<file path="config.mk">
export PLATFORM = sky130hd
export DESIGN_NAME = nibble_packer
export DESIGN_NICKNAME = d
export VERILOG_FILES = /design/src/rtl/nibble_packer.sv
export SDC_FILE = /design/constraint.sdc
export NUM_CORES = 1
export LEC_CHECK = 0
export ABC_CLOCK_PERIOD_IN_PS = 2400
export CAP_MARGIN = 10
export CORE_MARGIN = 2
export CORE_UTILIZATION = 50
export CTS_BUF_LIST = sky130_fd_sc_hd__clkbuf_8
export DETAILED_ROUTE_END_ITERATION = 8
export GPL_ROUTABILITY_DRIVEN = 0
export GPL_TIMING_DRIVEN = 0
export PLACE_DENSITY = 0.74
export SKIP_LAST_GASP = 1
export SLEW_MARGIN = 40
export SYNTH_ARGS = -nofsm -noshare
export SYNTH_HDL_FRONTEND = slang
export SYNTH_SLANG_ARGS = --single-unit
</file>
<file path="constraint.sdc">
create_clock -name clk -period 2.4 [get_ports clk]
set_input_delay 0.48 -clock clk [delete_from_list [all_inputs] [get_ports clk]]
set_output_delay 0.48 -clock clk [all_outputs]
set_load 0.1 [all_outputs]
</file>
<file path="src/rtl/nibble_packer.sv">
// nibble_packer: packs NIB_W-bit nibbles LSB-first into NIBS-nibble words behind a one-deep output slot.
// Optional feature: define NIBBLE_PACKER_PARITY_EN to add out_par, the even parity of out_data.
module nibble_packer #(
    parameter  int NIB_W  = 4,
    parameter  int NIBS   = 4,
    localparam int WORD_W = NIB_W * NIBS,
    localparam int CNT_W  = $clog2(NIBS + 1)
) (
    input  logic              clk,
    input  logic              rst_n,
    input  logic              in_valid,
    output logic              in_ready,
    input  logic [NIB_W-1:0]  in_data,
    input  logic              flush,
    output logic              out_valid,
    input  logic              out_ready,
    output logic [WORD_W-1:0] out_data,
    output logic [CNT_W-1:0]  out_cnt
`ifdef NIBBLE_PACKER_PARITY_EN
    ,
    output logic              out_par
`endif
);

    localparam logic [CNT_W-1:0] LAST_IDX = CNT_W'(NIBS - 1);

    logic [WORD_W-1:0] r_acc;
    logic [CNT_W-1:0]  r_cnt;
    logic              r_flush_pend;
    logic [WORD_W-1:0] r_out_data;
    logic [CNT_W-1:0]  r_out_cnt;
    logic              r_out_valid;

    logic              w_slot_free;
    logic              w_in_beat;
    logic              w_complete;
    logic              w_flush_new;
    logic              w_flush_want;
    logic              w_flush_emit;
    logic              w_load;
    logic [WORD_W-1:0] w_acc_merge;
    logic [CNT_W-1:0]  w_cnt_merge;

    assign w_slot_free  = !r_out_valid || out_ready;
    assign in_ready     = rst_n && !r_flush_pend && ((r_cnt < LAST_IDX) || w_slot_free);
    assign w_in_beat    = in_valid && in_ready;
    assign w_complete   = w_in_beat && (r_cnt == LAST_IDX);
    // A flush that coincides with the completing beat is absorbed into the full word.
    assign w_flush_new  = flush && !r_flush_pend && ((r_cnt != '0) || w_in_beat) && !w_complete;
    assign w_flush_want = r_flush_pend || w_flush_new;
    assign w_flush_emit = w_flush_want && w_slot_free;
    assign w_load       = w_complete || w_flush_emit;
    assign w_cnt_merge  = r_cnt + {{(CNT_W-1){1'b0}}, w_in_beat};

    always_comb begin
        // NOTE: default assigned before the loop so no path leaves w_acc_merge unassigned (no latch).
        w_acc_merge = r_acc;
        for (int k = 0; k < NIBS; k++) begin
            if (w_in_beat && (r_cnt == CNT_W'(k))) begin
                w_acc_merge[k*NIB_W +: NIB_W] = in_data;
            end
        end
    end

    // NOTE: sequential state uses non-blocking assignments so every register samples pre-edge values.
    always_ff @(posedge clk or negedge rst_n) begin
        if (!rst_n) begin
            // NOTE: accumulator is a plain register, so it is cleared here; padding relies on it being zero.
            r_acc        <= '0;
            r_cnt        <= '0;
            r_flush_pend <= 1'b0;
            r_out_data   <= '0;
            r_out_cnt    <= '0;
            r_out_valid  <= 1'b0;
        end else begin
            if (w_load) begin
                r_acc <= '0;
                r_cnt <= '0;
            end else if (w_in_beat) begin
                r_acc <= w_acc_merge;
                r_cnt <= w_cnt_merge;
            end

            r_flush_pend <= w_flush_want && !w_slot_free;

            if (w_load) begin
                r_out_valid <= 1'b1;
                r_out_data  <= w_acc_merge;
                r_out_cnt   <= w_cnt_merge;
            end else if (out_ready) begin
                r_out_valid <= 1'b0;
            end
        end
    end

`ifdef NIBBLE_PACKER_PARITY_EN
    logic r_out_par;

    always_ff @(posedge clk or negedge rst_n) begin
        if (!rst_n) begin
            r_out_par <= 1'b0;
        end else if (w_load) begin
            r_out_par <= ^w_acc_merge;
        end
    end

    assign out_par = r_out_par;
`endif

    assign out_valid = r_out_valid;
    assign out_data  = r_out_data;
    assign out_cnt   = r_out_cnt;

endmodule

</file>
==> results.sh <==
export IMPL_wirelength_um=4150
export IMPL_min_period_over_period=0.954
export IMPL_yosysTopAreaCell="dfrtp_1"
export IMPL_synthTopCellsByArea="dfrtp_1 (48%), mux2_4 (12%), mux2_2 (7.6%)"
export IMPL_clock_root_buffer="clkbuf_8"
export IMPL_yosysSeqAreaShare=0.483
export IMPL_io_buffers=29
export IMPL_worst_pin_slew_ps=708
export IMPL_rsz0062_at_grt="no"
export IMPL_track_usage=0.198
export IMPL_ir_drop_uv=712
export IMPL_finalClockSkew_ps=7.02
export IMPL_cts_buffer_depth=2
export IMPL_fmax_mhz=437
export IMPL_clk_latency_ps=290
export IMPL_worst_setup_path_type="input pin to flip-flop"
export IMPL_viasPerCell=5.60
export IMPL_final_cell_area_um2=2450
export IMPL_grt_max_degree=46
export IMPL_h_tree_depth=2
export IMPL_synthesis_area_um2=2070
export IMPL_dr_first_iter_drc_count=82
export IMPL_hold_path_class="input pin to async pin"
export IMPL_clockPowerShare=0.212
export IMPL_antenna_found_initial=0
export IMPL_clkTransAtPathRegs_ps=80
export IMPL_vias=1439
export IMPL_switching_share=0.452
export IMPL_setup_tns_ps=0
export IMPL_cp_max_fo=7
export IMPL_gr_total_overflow=0
export IMPL_syn_num_nets=181
export IMPL_post_cts_repair_setup_buffers=0
export IMPL_synth_cell_types=31
export IMPL_slew_limit_headroom=0.528
export IMPL_start_kind="input pin"
export IMPL_syn_inst=170
export IMPL_dieArea_um2=4680
export IMPL_leakagePower_nw=1.21
export IMPL_start_util=0.519
export IMPL_core_area_um2=4000
export IMPL_critPathArrivalTime_ps=2470
export IMPL_seqCellArea_um2=1000
export IMPL_die_h_um=68.4
export IMPL_switching_power_mw=1.15
export IMPL_final_common_cell="dfrtp_1"
export IMPL_p_int_mw=1.39
export IMPL_cp_end_kind="flip-flop"
export IMPL_timing_final_hold_violations=0
export IMPL_row_count=23
export IMPL_postRouteAntennaNets=0
export IMPL_drv_slew=0
export IMPL_synth_warnings=0
export IMPL_final_cell_mix="dfrtp_1 (39), buf_2 (23), mux2_4 (17), nand3_1 (17)"
export IMPL_path_cells="clkdlybuf4s50_1 > nand2b_1 > clkbuf_4 > nor2_4 > nor2_1 > ha_1 > ha_1 > nor2b_1 > or2_2 > mux2_2"
export IMPL_grt_pass1_wl_um=6800
export IMPL_max_stage_delay_ps=410
export IMPL_area_growth_pct=18.2
export IMPL_slowest_stage="clkdlybuf4s50_1"
export IMPL_post_drt_wl_per_cell_um=16.1
export IMPL_min_period_ps=2290
export IMPL_maxCapViolations=0
export IMPL_crit_top_cell="ha_1"
export IMPL_pwr_density_cell_nw_per_um2=1030
export IMPL_seqPwrFrac=0.325
export IMPL_p_total_mw=2.54
export IMPL_cts_sinks=40
export IMPL_diodes=0
export IMPL_multi_input_area_um2=978
export IMPL_syn_area_per_cell_um2=12.2
export IMPL_cp_required_ps=2580
export IMPL_grt_pass1_vias=1424
export IMPL_status="finished clean"
export IMPL_cts_tree="built"
export IMPL_whs_ps=175
export IMPL_dp_hpwl_um=2900
export IMPL_dpl_instance_area_um2=2330
export IMPL_ios=30
export IMPL_numCtsBuffers=5
export IMPL_nNetsFinal=217
export IMPL_finalSetupViolCount=0
export IMPL_dr_pass1_iters=4
export IMPL_fillers=330
export IMPL_combPwrFrac=0.463
export IMPL_synth_top_area_share=0.483
export IMPL_drc_errors=0
export IMPL_dieWidth_um=68.4
export IMPL_drive_above_1_share=0.406
export IMPL_ys_ff_latch=40
## cell usage after synthesis (all sizes together)
library cell,n
and3b,6
nand2b,1
a2111oi,1
nor3,1
mux2,31
nand2,3
or2,2
buf,8
or3,1
nor3b,1
nand3b,3
a31oi,1
o21ai,19
a221oi,1
a21boi,1
and4bb,1
nand3,17
nor2b,6
a22o,2
a211oi,3
nor2,3
ha,2
dfrtp,40
a21oi,3
inv,13
## state kept, by name (all words and copies together), names as in the netlist
register,flops
out_data,16
r_acc,16
out_cnt,3
r_cnt,3
out_valid,1
r_flush_pend,1
## stage by stage
step           cells   util  setup slack (ps)
3_5_place_dp     249  0.583              -359
3_3_place_gp     249  0.610             -1950
5_1_grt          257  0.613              37.2
6_report         257  0.613               111
2_1_floorplan    170      -              93.4
4_1_cts          257  0.611              22.9
## timing repair
item	in CTS	in global routing
resized for setup	2	2
hold buffers	0	0
endpoints found under the hold margin	0	0
pin swaps	0	1
setup endpoints to repair	2	1
## final timing paths
kind	startpoint	to	slack, ps	cells after the start
max in group asynchronous	rst_n	out_valid	1820	1
min	rst_n	r_acc[9]	170	1
max reg2reg	r_cnt[1]	out_cnt[2]	280	9
min in group clk	r_acc[13]	r_acc[13]	500	1
min reg2reg	r_acc[13]	r_acc[13]	500	1
max	out_ready	out_cnt[2]	110	10
## cell families (layout without fill, tap and decap cells)
family                   after synthesis  in the layout  share of synthesized area
AND/OR/NAND/NOR                       45             45                      0.135
flip-flops                            40             40                      0.483
AO/OA/AOI/OAI                         31             31                      0.116
multiplexers                          31             31                      0.199
buffers and inverters                 21             58                     0.0549
adder cells (fa/ha/maj)                2              2                     0.0121
## metal layers
| metal | GRT usage | share of wire | up-vias |
|---|---|---|---|
| met4 | 0.0700 | 0.012 | 0 |
| met2 | 0.304 | 0.47 | 37 |
| met5 | 0 | 0 | - |
| met3 | 0.0559 | 0.041 | 6 |
| li1 | - | - | 677 |
| met1 | 0.266 | 0.48 | 719 |
## layout make-up
type	instances	area share
multi-input combinational	109	0.399
clock buffer	5	0.0281
clock inverter	3	0.0158
timing repair buffer	29	0.0755
inverter	13	0.0199
tap	50	0.0255
buffer	8	0.0276
sequential	40	0.409
## power by group through the flow
| stage | logic [mW] | clock network [mW] | registers (mW) |
|---|---|---|---|
| global route | 1.23 | 0.581 | 0.839 |
| detailed placement | 1.17 | 0 | 0.839 |
| global placement | 1.22 | 0 | 0.835 |
| CTS | 1.18 | 0.547 | 0.826 |
| floorplan | 0.438 | 0 | 1.37 |
| finish | 1.17 | 0.537 | 0.826 |
## critical path: cells and delay by family
kind / cells / cell delay [ps]
adders and majority gates: 2 / 370
buffers and inverters: 2 / 590
muxes: 1 / 270
and+or+nand+nor: 5 / 750
Note: power is estimated with default switching activity, not from simulation.
